[src/rtl/dqsw_delay_sweep_ctrl_if.sv]
// Signal bundle between the DQSW delay-sweep controller and the training IOD / sequencer.
// The controller takes the master modport. Its peers take the slave modport.
interface dqsw_delay_sweep_ctrl_if #(
   parameter int MAX_TAPS = 128
);
   localparam int TW = $clog2(MAX_TAPS);

   // Protocol: TRAIN_START is a one-cycle request with no back-pressure. It is honoured only
   // when the sweep is not busy. LOAD/MOVE/CLEAR_FLAGS are one-cycle registered pulses.
   // TRAIN_BUSY, TRAIN_DONE, TRAIN_ERR and TAP_COUNT are registered levels.
   logic          TRAIN_START;
   logic [1:0]    RX_DATA;
   logic          DELAY_LINE_OUT_OF_RANGE;
   logic          DELAY_LINE_LOAD;
   logic          DELAY_LINE_MOVE;
   logic          DELAY_LINE_DIRECTION;
   logic          EYE_MONITOR_CLEAR_FLAGS;
   logic          TRAIN_BUSY;
   logic          TRAIN_DONE;
   logic          TRAIN_ERR;
   logic [TW-1:0] TAP_COUNT;
   logic [2:0]    DBG_STATE;

   modport master (
      input  TRAIN_START,
      input  RX_DATA,
      input  DELAY_LINE_OUT_OF_RANGE,
      output DELAY_LINE_LOAD,
      output DELAY_LINE_MOVE,
      output DELAY_LINE_DIRECTION,
      output EYE_MONITOR_CLEAR_FLAGS,
      output TRAIN_BUSY,
      output TRAIN_DONE,
      output TRAIN_ERR,
      output TAP_COUNT,
      output DBG_STATE
   );

   modport slave (
      output TRAIN_START,
      output RX_DATA,
      output DELAY_LINE_OUT_OF_RANGE,
      input  DELAY_LINE_LOAD,
      input  DELAY_LINE_MOVE,
      input  DELAY_LINE_DIRECTION,
      input  EYE_MONITOR_CLEAR_FLAGS,
      input  TRAIN_BUSY,
      input  TRAIN_DONE,
      input  TRAIN_ERR,
      input  TAP_COUNT,
      input  DBG_STATE
   );
endinterface

[src/rtl/dqsw_delay_sweep_ctrl.sv]
// DQSW delay-line sweep: step the delay one tap at a time until a 0 -> 1 eye edge is found.
// Each tap is a majority vote over SAMPLES RX_DATA==2'b11 samples. A tie votes 0.
module dqsw_delay_sweep_ctrl #(
   parameter int MAX_TAPS      = 128,
   parameter int SETTLE_CYCLES = 8,
   parameter int SAMPLES       = 4
) (
   input  logic                           FAB_CLK,
   input  logic                           RESET,
   dqsw_delay_sweep_ctrl_if.master        sweep_if
);
   localparam int TW = $clog2(MAX_TAPS);
   localparam int SW = (SETTLE_CYCLES > 1) ? $clog2(SETTLE_CYCLES) : 1;
   localparam int NW = $clog2(SAMPLES);
   localparam int OW = $clog2(SAMPLES + 1);

   localparam logic [SW-1:0] SETTLE_LAST = SW'(SETTLE_CYCLES - 1);
   localparam logic [NW-1:0] SAMPLE_LAST = NW'(SAMPLES - 1);
   localparam logic [OW-1:0] ONES_HALF   = OW'(SAMPLES / 2);
   localparam logic [TW-1:0] TAP_LAST    = TW'(MAX_TAPS - 1);

   typedef enum logic [2:0] {
      S_IDLE   = 3'd0,
      S_LOAD   = 3'd1,
      S_SETTLE = 3'd2,
      S_SAMPLE = 3'd3,
      S_EVAL   = 3'd4,
      S_MOVE   = 3'd5,
      S_DONE   = 3'd6,
      S_ERR    = 3'd7
   } state_t;

   state_t        r_state;
   logic [SW-1:0] r_settle_cnt;
   logic [NW-1:0] r_sample_cnt;
   logic [OW-1:0] r_ones;
   logic          r_tap_val;
   logic          r_seen_zero;
   logic [TW-1:0] r_tap_count;
   logic          r_load;
   logic          r_move;
   logic          r_dir;
   logic          r_clr;
   logic          r_busy;
   logic          r_done;
   logic          r_err;

   logic          w_hit;
   logic [OW-1:0] w_ones_next;

   assign w_hit       = &sweep_if.RX_DATA;
   assign w_ones_next = r_ones + OW'(w_hit);

   always_ff @(posedge FAB_CLK or posedge RESET) begin
      if (RESET) begin
         r_state      <= S_IDLE;
         r_settle_cnt <= '0;
         r_sample_cnt <= '0;
         r_ones       <= '0;
         r_tap_val    <= 1'b0;
         r_seen_zero  <= 1'b0;
         r_tap_count  <= '0;
         r_load       <= 1'b0;
         r_move       <= 1'b0;
         r_dir        <= 1'b0;
         r_clr        <= 1'b0;
         r_busy       <= 1'b0;
         r_done       <= 1'b0;
         r_err        <= 1'b0;
      end else begin
         r_load <= 1'b0;
         r_move <= 1'b0;
         r_clr  <= 1'b0;
         case (r_state)
            S_IDLE, S_DONE, S_ERR: begin
               if (sweep_if.TRAIN_START) begin
                  r_state     <= S_LOAD;
                  r_load      <= 1'b1;
                  r_clr       <= 1'b1;
                  r_busy      <= 1'b1;
                  r_dir       <= 1'b1;
                  r_done      <= 1'b0;
                  r_err       <= 1'b0;
                  r_tap_count <= '0;
                  r_seen_zero <= 1'b0;
               end
            end
            S_LOAD: begin
               r_state      <= S_SETTLE;
               r_settle_cnt <= '0;
            end
            S_SETTLE: begin
               if (r_settle_cnt == SETTLE_LAST) begin
                  r_state      <= S_SAMPLE;
                  r_sample_cnt <= '0;
                  r_ones       <= '0;
               end else begin
                  r_settle_cnt <= r_settle_cnt + SW'(1);
               end
            end
            S_SAMPLE: begin
               r_ones <= w_ones_next;
               if (r_sample_cnt == SAMPLE_LAST) begin
                  // The vote includes this last sample, so it uses the next count.
                  r_tap_val <= (w_ones_next > ONES_HALF);
                  r_state   <= S_EVAL;
               end else begin
                  r_sample_cnt <= r_sample_cnt + NW'(1);
               end
            end
            S_EVAL: begin
               if (r_tap_val && r_seen_zero) begin
                  r_state <= S_DONE;
                  r_busy  <= 1'b0;
                  r_done  <= 1'b1;
               end else begin
                  // A leading 1 (already past the edge) keeps sweeping until a 0 is seen.
                  if (!r_tap_val) begin
                     r_seen_zero <= 1'b1;
                  end
                  if (sweep_if.DELAY_LINE_OUT_OF_RANGE || (r_tap_count == TAP_LAST)) begin
                     r_state <= S_ERR;
                     r_busy  <= 1'b0;
                     r_err   <= 1'b1;
                  end else begin
                     r_state     <= S_MOVE;
                     r_move      <= 1'b1;
                     r_tap_count <= r_tap_count + TW'(1);
                  end
               end
            end
            S_MOVE: begin
               r_state      <= S_SETTLE;
               r_settle_cnt <= '0;
            end
            default: begin
               r_state <= S_IDLE;
            end
         endcase
      end
   end

   assign sweep_if.DELAY_LINE_LOAD         = r_load;
   assign sweep_if.DELAY_LINE_MOVE         = r_move;
   assign sweep_if.DELAY_LINE_DIRECTION    = r_dir;
   assign sweep_if.EYE_MONITOR_CLEAR_FLAGS = r_clr;
   assign sweep_if.TRAIN_BUSY              = r_busy;
   assign sweep_if.TRAIN_DONE              = r_done;
   assign sweep_if.TRAIN_ERR               = r_err;
   assign sweep_if.TAP_COUNT               = r_tap_count;
   assign sweep_if.DBG_STATE               = r_state;
endmodule

[src/flat_wrapper.sv]
// flat-port wrapper written by rule: the top's interface ports become plain ports
module dqsw_delay_sweep_ctrl_flat 
#(
   parameter int MAX_TAPS      = 128,
   parameter int SETTLE_CYCLES = 8,
   parameter int SAMPLES       = 4
)
  (FAB_CLK, RESET, sweep_if_TRAIN_START, sweep_if_RX_DATA, sweep_if_DELAY_LINE_OUT_OF_RANGE, sweep_if_DELAY_LINE_LOAD, sweep_if_DELAY_LINE_MOVE, sweep_if_DELAY_LINE_DIRECTION, sweep_if_EYE_MONITOR_CLEAR_FLAGS, sweep_if_TRAIN_BUSY, sweep_if_TRAIN_DONE, sweep_if_TRAIN_ERR, sweep_if_TAP_COUNT, sweep_if_DBG_STATE);
  dqsw_delay_sweep_ctrl_if #(.MAX_TAPS(MAX_TAPS)) sweep_if_i ();
  input  logic FAB_CLK;
  input  logic RESET;
  input wire logic [$bits(sweep_if_i.TRAIN_START)-1:0] sweep_if_TRAIN_START;
  input wire logic [$bits(sweep_if_i.RX_DATA)-1:0] sweep_if_RX_DATA;
  input wire logic [$bits(sweep_if_i.DELAY_LINE_OUT_OF_RANGE)-1:0] sweep_if_DELAY_LINE_OUT_OF_RANGE;
  output wire logic [$bits(sweep_if_i.DELAY_LINE_LOAD)-1:0] sweep_if_DELAY_LINE_LOAD;
  output wire logic [$bits(sweep_if_i.DELAY_LINE_MOVE)-1:0] sweep_if_DELAY_LINE_MOVE;
  output wire logic [$bits(sweep_if_i.DELAY_LINE_DIRECTION)-1:0] sweep_if_DELAY_LINE_DIRECTION;
  output wire logic [$bits(sweep_if_i.EYE_MONITOR_CLEAR_FLAGS)-1:0] sweep_if_EYE_MONITOR_CLEAR_FLAGS;
  output wire logic [$bits(sweep_if_i.TRAIN_BUSY)-1:0] sweep_if_TRAIN_BUSY;
  output wire logic [$bits(sweep_if_i.TRAIN_DONE)-1:0] sweep_if_TRAIN_DONE;
  output wire logic [$bits(sweep_if_i.TRAIN_ERR)-1:0] sweep_if_TRAIN_ERR;
  output wire logic [$bits(sweep_if_i.TAP_COUNT)-1:0] sweep_if_TAP_COUNT;
  output wire logic [$bits(sweep_if_i.DBG_STATE)-1:0] sweep_if_DBG_STATE;
  assign sweep_if_i.TRAIN_START = sweep_if_TRAIN_START;
  assign sweep_if_i.RX_DATA = sweep_if_RX_DATA;
  assign sweep_if_i.DELAY_LINE_OUT_OF_RANGE = sweep_if_DELAY_LINE_OUT_OF_RANGE;
  assign sweep_if_DELAY_LINE_LOAD = sweep_if_i.DELAY_LINE_LOAD;
  assign sweep_if_DELAY_LINE_MOVE = sweep_if_i.DELAY_LINE_MOVE;
  assign sweep_if_DELAY_LINE_DIRECTION = sweep_if_i.DELAY_LINE_DIRECTION;
  assign sweep_if_EYE_MONITOR_CLEAR_FLAGS = sweep_if_i.EYE_MONITOR_CLEAR_FLAGS;
  assign sweep_if_TRAIN_BUSY = sweep_if_i.TRAIN_BUSY;
  assign sweep_if_TRAIN_DONE = sweep_if_i.TRAIN_DONE;
  assign sweep_if_TRAIN_ERR = sweep_if_i.TRAIN_ERR;
  assign sweep_if_TAP_COUNT = sweep_if_i.TAP_COUNT;
  assign sweep_if_DBG_STATE = sweep_if_i.DBG_STATE;
  dqsw_delay_sweep_ctrl #(.MAX_TAPS(MAX_TAPS), .SETTLE_CYCLES(SETTLE_CYCLES), .SAMPLES(SAMPLES)) u_core (.FAB_CLK(FAB_CLK), .RESET(RESET), .sweep_if(sweep_if_i));
endmodule
[config.mk]
export PLATFORM = sky130hd
export DESIGN_NAME = dqsw_delay_sweep_ctrl_flat
export DESIGN_NICKNAME = d
export VERILOG_FILES = /design/src/rtl/dqsw_delay_sweep_ctrl_if.sv /design/src/rtl/dqsw_delay_sweep_ctrl.sv /design/src/flat_wrapper.sv
export SDC_FILE = /design/constraint.sdc
export NUM_CORES = 1
export LEC_CHECK = 0
export BUFFER_PORTS_ARGS = -buffer_cell sky130_fd_sc_hd__buf_2
export CAP_MARGIN = 10
export CORE_ASPECT_RATIO = 1.5
export CORE_MARGIN = 8
export CORE_UTILIZATION = 30
export DETAILED_ROUTE_END_ITERATION = 7
export SYNTH_ARGS = -nofsm -noshare
export SYNTH_HDL_FRONTEND = slang
export SYNTH_SLANG_ARGS = --single-unit
[constraint.sdc]
create_clock -name FAB_CLK -period 3.56 [get_ports FAB_CLK]
set_clock_uncertainty 0.05 [all_clocks]
set_input_delay 0.178 -clock FAB_CLK [delete_from_list [all_inputs] [get_ports FAB_CLK]]
set_output_delay 0.178 -clock FAB_CLK [all_outputs]
set_load 0.05 [all_outputs]
# Word level (Yosys, flattened, before mapping)

Index checks and enable logic that the tools add are counted.

Reductions and logical operators: 20
Bitwise operators: 0
Multiply operators: 0
Magnitude comparators: 1
$add $sub $neg: 4
Mux-type cells: 35
Equal/unequal tests: 21
Shift-type cells: 0
Div/mod/pow operators: 0

Operators by type and width:

| cell                  | count |
|---|---|
| $mux W7               | 3 |
| $mux W3               | 6 |
| $eq A3 B3 Y1 const B  | 5 |
| $pmux W3 S5           | 1 |
| $mux W1               | 14 |
| $pmux W7 S2           | 1 |
| $ne A2 B2 Y1 const B  | 6 |
| $pmux W3 S2           | 2 |
| $reduce_and A3 Y1     | 4 |
| $reduce_and A4 Y1     | 3 |
| $reduce_and A2 Y1     | 5 |
| $ne A2 B1 Y1 const B  | 4 |
| $pmux W1 S2           | 4 |
| $add A7 B1 Y7 const B | 1 |
| $eq A7 B7 Y1 const B  | 1 |
| $eq A3 B2 Y1 const B  | 2 |
| $mux W2               | 3 |
| $reduce_bool A2 Y1    | 3 |
| $pmux W2 S2           | 1 |
| $add A3 B1 Y3         | 1 |
| $add A3 B1 Y3 const B | 1 |
| $eq A3 B1 Y1 const B  | 1 |
| $gt A3 B2 Y1 const B  | 1 |
| $logic_not A3 Y1      | 1 |
| 7 further kinds       | 7 |

Latch bits: 0
Memories: 0
Logic and storage cells: 94
RAM bits: 0
Output and inout bits: 17
Bits in read-only memories: 0
Flip-flop bits (word level): 26

# Depth between registers and ports, before layout

Gate-level depths: netlist (run 1).

Depth after elaboration: 5
Gate-level depth with buffers: 7

# Worst setup path before layout (run 1)

Ideal clock, no wire load.

Kind: register -> register
From: register u_core.r_tap_count[0] (netlist: u_core.sweep_if.TAP_COUNT[0])
To: register u_core.r_tap_count[5] (netlist: u_core.sweep_if.TAP_COUNT[5])
Library setup time: 0.078 ns
Data arrival time: 2.131 ns
Clock period less this slack: 2.259 ns
Stages on the path, launching flop included: 7
Data required time: 3.432 ns
Path buffers: 0
Slack: 1.301 ns
Path through: dfrtp_1 ha_1 and4_1 a31oi_2 o22ai_2 or4_1 a21oi_1

Word-level cells in the longest chain between the ends: 4
Elaborated cells on any way between the ends: 8
Classes of those cells: add/sub: 1; eq/ne: 2; mux: 3; reduce/logical: 2

Ends and longest elaborated chain:

| item                                                    | RTL line                                                   | text |
|---|---|---|
| start, declared                                         | dqsw_delay_sweep_ctrl.sv:39                                | `logic [TW-1:0] r_tap_count;` |
| start signal, assigned                                  | dqsw_delay_sweep_ctrl.sv:128                               | `r_tap_count <= r_tap_count + TW'(1);` |
| $add A7 B1 Y7 / $eq A7 B7 Y1 (equally long branches)    | dqsw_delay_sweep_ctrl.sv:128, dqsw_delay_sweep_ctrl.sv:121 |  |
| $mux W7 / $logic_or A1 B1 Y1 (equally long branches)    | dqsw_delay_sweep_ctrl.sv:121                               | `if (sweep_if.DELAY_LINE_OUT_OF_RANGE \|\| (r_tap_count == TAP_LAST)) begin` |
| $mux W7 / $ne A2 B2 Y1 (equally long branches)          | -                                                          |  |
| $pmux W7 S2 / $reduce_and A4 Y1 (equally long branches) | -                                                          |  |

Parallel ways exist; a longest one is shown, timed or not. The select of a mux whose other input is x is not followed.
A chain may end at the register's enable or synchronous reset.

# Worst setup path in the final report (run 1)

From: register u_core.r_state[0] (netlist: u_core.sweep_if.DBG_STATE[0])
To: register u_core.r_tap_count[5] (netlist: u_core.sweep_if.TAP_COUNT[5])

Word-level cells in the longest chain between the ends: 4
Elaborated cells on any way between the ends: 11
Classes of those cells: eq/ne: 6; mux: 1; reduce/logical: 4

Ends and longest elaborated chain:

| item                                                                       | RTL line                    | text |
|---|---|---|
| start, declared                                                            | dqsw_delay_sweep_ctrl.sv:33 | `state_t r_state;` |
| start signal, assigned                                                     | dqsw_delay_sweep_ctrl.sv:56 | `r_state <= S_IDLE;` |
| start signal, assigned                                                     | dqsw_delay_sweep_ctrl.sv:77 | `r_state <= S_LOAD;` |
| start signal, assigned                                                     | dqsw_delay_sweep_ctrl.sv:89 | `r_state <= S_SETTLE;` |
| $eq A3 B3 Y1 / $logic_not A3 Y1 (equally long branches)                    | dqsw_delay_sweep_ctrl.sv:74 | `case (r_state)` |
| $reduce_or A3 Y1                                                           | dqsw_delay_sweep_ctrl.sv:74 |  |
| $ne A2 B2 Y1 (no source line) / $reduce_bool A2 Y1 (equally long branches) | -                           |  |
| $reduce_and A4 Y1 (no source line)                                         | -                           |  |

Parallel ways exist; a longest one is shown, timed or not.

==> results of run 1 <==
## state kept, by name (all words and copies together), names as in the netlist
signal	flops
u_core.sweep_if.DELAY_LINE_MOVE	1
u_core.sweep_if.TAP_COUNT	7
u_core.r_sample_cnt	2
u_core.sweep_if.DELAY_LINE_DIRECTION	1
u_core.r_ones	3
u_core.sweep_if.DBG_STATE	3
u_core.sweep_if.TRAIN_DONE	1
u_core.sweep_if.TRAIN_BUSY	1
u_core.sweep_if.EYE_MONITOR_CLEAR_FLAGS	1
u_core.r_settle_cnt	3
u_core.r_tap_val	1
u_core.r_seen_zero	1
u_core.sweep_if.TRAIN_ERR	1
## power by group
part	total [uW]	switching [uW]	internal [uW]	leakage [uW]
Clock	185	86.7	98.6	0.0000288
Sequential	530	140	390	0.000334
Combinational	638	395	243	0.000377
Total	1350	621	731	0.000739
## cells by family (layout without fill, tap and decap cells)
group | after synthesis | count (layout) | synth area share (%)
xor gates and xnor gates | 2 | 2 | 1.30
muxes | 4 | 4 | 3.35
DFF | 26 | 26 | 48.4
and+or+nand+nor | 42 | 42 | 15.6
buffers and inverters | 9 | 30 | 2.79
AOI/OAI and AO/OA | 42 | 42 | 22.9
adders and majority gates | 6 | 6 | 5.59
## cells in the final DEF (no fill, tap or decap)
master	n
dfrtp_1	26
buf_2	22
o21ai_0	13
nand2_1	13
a22o_1	9
nor2_1	9
nand3_1	6
a21oi_1	6
ha_1	6
nor2b_1	4
mux2_2	4
clkbuf_8	4
inv_1	3
o22a_1	3
a32o_1	2
and2_1	2
xor2_1	2
or3_1	2
nor3_1	1
nor4b_1	1
a31oi_1	1
inv_2	1
nand2b_1	1
o22ai_1	1
a32oi_1	1
or3b_4	1
a21oi_4	1
and4_1	1
a31oi_2	1
o22ai_2	1
o221ai_1	1
o31ai_1	1
or4_1	1
a41oi_1	1
## Yosys cell counts, drive strengths merged
library cell	instances
a21oi	7
a22o	9
a31oi	2
a32o	2
a32oi	1
a41oi	1
and2	2
and4	1
buf	2
clkbuf	3
dfrtp	26
ha	6
inv	4
mux2	4
nand2	13
nand2b	1
nand3	6
nor2	9
nor2b	4
nor3	1
nor4b	1
o21ai	13
o221ai	1
o22a	3
o22ai	2
o31ai	1
or3	2
or3b	1
or4	1
xor2	2
## critical path: stages (launching register included)
cell	delay [ps]
dfrtp_1	620
nor4b_1	420
a31oi_1	150
inv_2	220
o22ai_2	170
or4_1	490
a21oi_1	160
## layer usage
layer	wire, um	GRT usage, %	part of all wire [%]
met4	24	3.22	0.83
met1	1170	9.38	41
met2	1550	17.1	54
met3	135	2.36	4.7
met5	0	0	0
## cell type report
class                   count  area [sq um]  area share (%)
multi-input cells          96           656            42.4
flip-flops and latches     26           651            42.1
repair buffers             22           110            7.12
well taps                  48          60.1            3.88
clock buffers               4          55.1            3.56
inverters                   4          15.0           0.971
## metrics by stage
step	utilization, %	hold slack (ps)
after floorplan	-	168
after global placement	33.7	404
after detailed placement	33.7	409
after CTS	34.9	123
after global routing	34.9	175
final	34.9	79.3
## final timing paths
| kind | startpoint | slack (ps) | endpoint | cells past startpoint |
|---|---|---|---|---|
| max in group asynchronous | RESET | 2790 | u_core.r_seen_zero | 2 |
| hold / removal | RESET | 80 | u_core.r_ones[2] | 2 |
| setup reg to reg | u_core.sweep_if.DBG_STATE[0] | 1210 | u_core.sweep_if.TAP_COUNT[5] | 6 |
| hold reg to reg | u_core.sweep_if.DELAY_LINE_DIRECTION | 430 | u_core.sweep_if.DELAY_LINE_DIRECTION | 1 |
| setup / recovery | u_core.sweep_if.DBG_STATE[0] | 1210 | u_core.sweep_if.TAP_COUNT[5] | 6 |
| min in group FAB_CLK | sweep_if_DELAY_LINE_OUT_OF_RANGE | 200 | u_core.sweep_if.TRAIN_ERR | 3 |
==> out/qor.yml, run 1 <==
clock_sinks: 26
fill_cells: 461
final_cell_area_sq_mm: 0.00155
syn-num-nets: 143
dpl_worst_slack_ps: 1250
rows: 30
worst_slew_pin_slew_ps: 981
root_buffer: "clkbuf_8"
synth_warnings: 0
stdcell_count: 200
drc: 0
peakVddDrop_mv: 0.176
drt-initial-drc-count: 59
clk_latency_ps: 260
synthCells: 131
synth_area_leaders: "dfrtp_1, a22o_1, ha_1, o21ai_0, nand2_1"
antenna_left: 0
layout-drive-gt1-share_pct: 23.0
p_total_uw: 1350
grt_max_degree: 27
timing.max_cap.violations: 0
cp_max_fo: 22
cp-start-kind: "register"
fin_nets: 165
initial_core_util_pct: 30.3
yosysUniqueCellTypes: 35
grt_usage_pct: 9.16
ys_seq_area_share_pct: 48.4
dr_total_vias: 1084
fmax_mhz: 425
port_buffers: 22
finalSetupTns_ps: 0
grt_pass1_wl_um: 5360
finalCritPeriodShare_pct: 66.1
synthesis.area_sq_mm: 0.00134
crit_type: "reg2reg"
cts_buffers: 3
syn_to_final_growth_pct: 15.1
die_w_um: 70.6
first_pass_iters: 4
p_leak_uw: 0.000739
hold_viol: 0
rsz0062_at_grt: "false"
post_cts_resized: 0
avgSynthCellArea_sq_um: 10.3
cts_tree: "built"
coreArea_sq_mm: 0.00443
max_slew_margin_pct: 34.5
viasPerCell: 5.42
drv_slew: 0
setup_slack_ps: 1210
cts_hold_buf: 0
place.gp.congestion: 0.821
cts_setup_buffers: 0
crit_required_ps: 3700
io_pins: 23
end_kind: "register"
hp-class: "in2async"
grt.overflow.total: 0
powerDensity_mw_per_mm2: 875
antenna_found_initial: 0
clock_path_buffers: 2
htree_levels: 1
diodes: 0
die-area_sq_mm: 0.00692
avgRoutedWirePerCell_um: 14.4
placed_cell_area_sq_mm: 0.00149
grt_pass1_vias: 1166
cp.arrival_ps: 2490
status: "finished, final reports clean"
setup_viol: 0
wl_um: 2880
dpl.cell_count: 196
period_minus_slack_ps: 2350
netlist.area_leader.share_pct: 48.4
synth-seq-cells: 26
floorplan.die.height_um: 98.0
path_clk_slew_ps: 90
hpwl_um: 2200
yosysTopAreaCell: "dfrtp_1"
(Power assumes the default switching activity.)
==> inputs of run 2 (changes only) <==
==> constraint.sdc (replaced) <==
create_clock -name FAB_CLK -period 2.2 [get_ports FAB_CLK]
set_clock_uncertainty 0.05 [all_clocks]
set_input_delay 0.11 -clock FAB_CLK [delete_from_list [all_inputs] [get_ports FAB_CLK]]
set_output_delay 0.11 -clock FAB_CLK [all_outputs]
set_load 0.05 [all_outputs]
==> out/qor.yml, run 2 (synthesis results as in run 1) <==
timing.max_cap.violations: 0  # unchanged
powerDensity_mw_per_mm2: 1400  # +60%
reg2reg_from: "u_core.sweep_if.TAP_COUNT[0]"
dr_total_vias: 1114  # +2.8%
cts_hold_buf: 1  # +1
setup.worst_path.start: "u_core.sweep_if.TAP_COUNT[0]"
largest_reg_flops: 7  # unchanged
layout_common_cells: "dfrtp_1, buf_2, o21ai_0, nand2_1"
worst_slew_pin_slew_ps: 605  # -376 ps
syn_to_final_growth_pct: 20.5
crit_type: "reg2reg"
drc: 0  # unchanged
die_w_um: 70.6  # unchanged
post_cts_resized: 0  # unchanged
cp.depth: 6  # unchanged
io_pins: 23  # unchanged
diodes: 0  # unchanged
cp.buffers_inverters: 0  # -1
avgRoutedWirePerCell_um: 14.4  # about the same
htree_levels: 1  # unchanged
path_cells: "ha_1 -> and4_1 -> a31oi_2 -> o22ai_2 -> or4_1 -> a21oi_1"
drt-initial-drc-count: 23  # -61%
path_clk_slew_ps: 90  # about the same
hpwl_um: 2370  # +7.8%
clk_latency_ps: 270  # about the same
clock_path_buffers: 2  # unchanged
hold_viol: 0  # unchanged
fill_cells: 459  # -0.43%
finalCritPeriodShare_pct: 93.2  # +27 points
antenna_found_initial: 0  # unchanged
peakVddDrop_mv: 0.328  # +87%
period_minus_slack_ps: 2050  # -303 ps
rows: 30  # unchanged
layout-drive-gt1-share_pct: 28.0  # +4.9 points
fin_nets: 174  # +5.5%
grt_usage_pct: 9.23  # +0.071 points
crit_family: "simple AND/OR/NAND/NOR gates"
antenna_left: 0  # unchanged
intPower_uw: 1250  # +70%
crit_path_max_incr_delay_ps: 480  # -140 ps
cts_tree: "built"
grt_pass1_wl_um: 5240  # -2.2%
combPwrFrac_pct: 52.5  # +5.4 points
cts_setup_buffers: 0  # unchanged
floorplan.die.height_um: 98.0  # unchanged
rr_worst_depth: 6  # unchanged
multiInputGateArea_sq_um: 656  # unchanged
port_buffers: 22  # unchanged
finalSetupTns_ps: 0  # unchanged
regArea_sq_um: 653  # +0.38%
crit_required_ps: 2350  # -1350 ps
grt_max_degree: 27  # unchanged
r2r-end: "u_core.sweep_if.TAP_COUNT[5]"
clock_sinks: 26  # unchanged
status: "finished, final reports clean"
initial_core_util_pct: 30.3  # unchanged
grt_pass1_vias: 1151  # -1.3%
die-area_sq_mm: 0.00692  # unchanged
p_leak_uw: 0.000780  # +5.5%
cp-start-kind: "register"
timing.critical_path.to: "u_core.sweep_if.TAP_COUNT[5]"
fmax_mhz: 488  # +15%
cp_max_fo: 8  # -64%
drv_slew: 0  # unchanged
max_slew_margin_pct: 59.2  # +25 points
switching_share_pct: 45.1  # -0.84 points
hp-class: "in2reg"
final_common_cell: "dfrtp_1"
seqPwrFrac_pct: 34.0  # -5.2 points
clkPwrFrac_pct: 13.5  # -0.2 points
place.gp.congestion: 0.892  # +8.6%
r2r_slack_ps: 150  # -1060 ps
end_kind: "register"
cp.arrival_ps: 2200  # -290 ps
cts_buffers: 3  # unchanged
first_pass_iters: 4  # unchanged
viasPerCell: 5.33  # -1.7%
netSwitchingPower_uw: 1020  # +65%
final_core_util_pct: 36.6  # +1.6 points
coreArea_sq_mm: 0.00443  # unchanged
wl_um: 3010  # +4.4%
rsz0062_at_grt: "false"
root_buffer: "clkbuf_8"
crit_slowest_cell: "or4_1"
grt.overflow.total: 0  # unchanged
setup_viol: 0  # unchanged
run 2: how the worst min path moves through the flow:
stage          cells past startpoint                 start                                       to
6_report                           4  sweep_if_TRAIN_START               u_core.sweep_if.TRAIN_DONE
5_1_grt                            4  sweep_if_TRAIN_START               u_core.sweep_if.TRAIN_DONE
4_1_cts                            4  sweep_if_TRAIN_START               u_core.sweep_if.TRAIN_DONE
3_5_place_dp                       3                 RESET  u_core.sweep_if.EYE_MONITOR_CLEAR_FLAGS
3_3_place_gp                       3                 RESET  u_core.sweep_if.EYE_MONITOR_CLEAR_FLAGS
2_1_floorplan                      1                 RESET                         u_core.r_ones[0]
run 2: final cells by class:
class / count / area share, %
inverters: 4 / 0.927
flip-flops and latches: 26 / 40.3
repair buffers: 31 / 11.1
clock buffers: 4 / 3.40
well taps: 48 / 3.71
multi-input cells: 96 / 40.5
run 2: worst register-to-register path, delay by kind of cell (launching register included):
kind	cells	cell delay, ps
AOI/OAI and AO/OA	3	540
adders and majority gates	1	240
DFF	1	440
and+or+nand+nor	2	710
run 2: through the flow:
stage	hold WS, ps	instances	total power (uW)	setup slack (ps)	cell area [sq um]
global route	154	209	2440	24.8	1620
finish	130	209	2270	149	1620
CTS	123	209	2300	136	1620
detailed placement	135	204	1990	166	1550
global placement	129	204	1920	241	1550
floorplan	99.9	131	1670	18.1	1350
run 2: power groups by stage:
stage	Sequential [uW]	Combinational [uW]	Clock, uW
3_5_place_dp	786	1200	0
5_1_grt	795	1310	329
2_1_floorplan	1020	649	0
3_3_place_gp	768	1150	0
4_1_cts	777	1210	317
6_report	773	1190	306
run 2: metal layers:
layer  global-route usage, %  vias to the layer above  routed length (um)
met3                    2.67                        8                 163
met2                    16.2                       20                1550
met4                    5.96                        0                  90
met1                    9.16                      539                1210
met5                       0                        -                   0
li1                        -                      547                   -
==> inputs of run 3 (changes only) <==
==> constraint.sdc (replaced) <==
create_clock -name FAB_CLK -period 2.2 [get_ports FAB_CLK]
set_clock_uncertainty 0.05 [all_clocks]
set_input_delay 0.33 -clock FAB_CLK [delete_from_list [all_inputs] [get_ports FAB_CLK]]
set_output_delay 0.33 -clock FAB_CLK [all_outputs]
set_load 0.05 [all_outputs]
==> out/qor.yml, run 3 (synthesis results as in run 1) <==
crit_required_ps: 2340  # about the same
cts_setup_buffers: 0  # unchanged
die-area_sq_mm: 0.00692  # unchanged
final_common_cell: "dfrtp_1"
period_minus_slack_ps: 2080  # +24.7 ps
cp.arrival_ps: 2210  # about the same
io_pins: 23  # unchanged
clk_latency_ps: 270  # about the same
whs_ps: 52.1  # -77.4 ps
setup.worst_path.start: "u_core.sweep_if.TAP_COUNT[0]"
first_pass_iters: 4  # unchanged
wl_um: 3090  # +2.7%
htree_levels: 1  # unchanged
timing.max_cap.violations: 0  # unchanged
avgRoutedWirePerCell_um: 14.9  # +3.7%
finalSetupTns_ps: 0  # unchanged
fmax_mhz: 482  # -1.2%
clock_sinks: 26  # unchanged
timing.critical_path.to: "u_core.sweep_if.TAP_COUNT[5]"
cts_hold_buf: 0  # -1
dr_total_vias: 1094  # -1.8%
antenna_found_initial: 0  # unchanged
setup_slack_ps: 125  # -24.7 ps
syn_to_final_growth_pct: 19.2
path_clk_slew_ps: 90  # about the same
cts_tree: "built"
finalCritPeriodShare_pct: 94.3  # +1.1 points
grt.overflow.total: 0  # unchanged
rows: 30  # unchanged
status: "finished, final reports clean"
antenna_left: 0  # unchanged
end_kind: "register"
grt_max_degree: 27  # unchanged
r2r_slack_ps: 120  # -20 ps
place.gp.congestion: 0.870  # -2.4%
p_total_uw: 2280  # +0.29%
initial_core_util_pct: 30.3  # unchanged
die_w_um: 70.6  # unchanged
root_buffer: "clkbuf_8"
powerDensity_mw_per_mm2: 1420  # +1.4%
cp-start-kind: "register"
post_cts_resized: 0  # unchanged
port_buffers: 22  # unchanged
dpl_worst_slack_ps: 150  # -16.2 ps
hold_viol: 0  # unchanged
layout-drive-gt1-share_pct: 27.7  # -0.28 points
largest_reg_flops: 7  # unchanged
max_slew_margin_pct: 59.8  # +0.52 points
grt_pass1_vias: 1190  # +3.4%
setup_viol: 0  # unchanged
layout_common_cells: "dfrtp_1, buf_2, o21ai_0, nand2_1"
rr_worst_depth: 6  # unchanged
grt_usage_pct: 9.35  # +0.12 points
drv_slew: 0  # unchanged
placed_cell_area_sq_mm: 0.00155  # -0.48%
viasPerCell: 5.29  # -0.85%
cts_buffers: 3  # unchanged
reg2reg_from: "u_core.sweep_if.TAP_COUNT[0]"
r2r-end: "u_core.sweep_if.TAP_COUNT[5]"
cp_max_fo: 8  # unchanged
grt_pass1_wl_um: 5420  # +3.3%
final_cell_area_sq_mm: 0.00160  # -1.1%
clock_path_buffers: 2  # unchanged
drt-initial-drc-count: 27  # +17%
drc: 0  # unchanged
fin_nets: 172  # -1.1%
p_leak_uw: 0.000771  # -1.1%
worst_slew_pin_slew_ps: 597  # -7.67 ps
rsz0062_at_grt: "false"
floorplan.die.height_um: 98.0  # unchanged
peakVddDrop_mv: 0.297  # -9.4%
hpwl_um: 2380  # +0.47%
hp-class: "in2async"
coreArea_sq_mm: 0.00443  # unchanged
fill_cells: 445  # -3.1%
diodes: 0  # unchanged
crit_type: "reg2reg"
run 3: where the power goes:
part	leakage [uW]	internal (uW)	total, uW	switching [uW]
Combinational	0.000412	445	1200	758
Sequential	0.000330	635	773	138
Clock	0.0000288	160	302	142
Total	0.000771	1240	2280	1040
run 3: how the worst min path moves through the flow:
stage                                               to  cells after the start  slack [ps]  startpoint
6_report                    u_core.sweep_if.TRAIN_BUSY                      3          50       RESET
5_1_grt                      u_core.sweep_if.TRAIN_ERR                      3          80       RESET
4_1_cts                         u_core.r_settle_cnt[0]                      3          60       RESET
3_5_place_dp   u_core.sweep_if.EYE_MONITOR_CLEAR_FLAGS                      3         360       RESET
3_3_place_gp   u_core.sweep_if.EYE_MONITOR_CLEAR_FLAGS                      3         350       RESET
2_1_floorplan                         u_core.r_ones[0]                      1         320       RESET
run 3: final cells by class:
cell class	count	area (sq um)	share of cell area [%]
sequential	26	653	40.8
clock buffer	4	55.1	3.44
timing repair buffer	29	163	10.2
multi-input combinational	96	656	40.9
inverter	4	15.0	0.937
tap	48	60.1	3.75
run 3: critical path: stages (launching register included):
cell	delay [ps]
dfrtp_2	440
ha_1	230
and4_1	230
a31oi_2	230
o22ai_2	170
or4_1	480
a21oi_1	160
run 3: through the flow:
step / instances / util [%]
6_report: 207 / 36.2
5_1_grt: 207 / 36.2
4_1_cts: 207 / 36.2
3_5_place_dp: 203 / 34.9
3_3_place_gp: 203 / 34.9
2_1_floorplan: 131 / -
run 3: per-layer routing:
layer	part of all wire, %	up-vias	track usage [%]
met1	38	534	8.95
met3	5.4	2	2.46
met5	0	-	0
met2	55	19	17.4
li1	-	539	-
met4	1.1	0	4.99
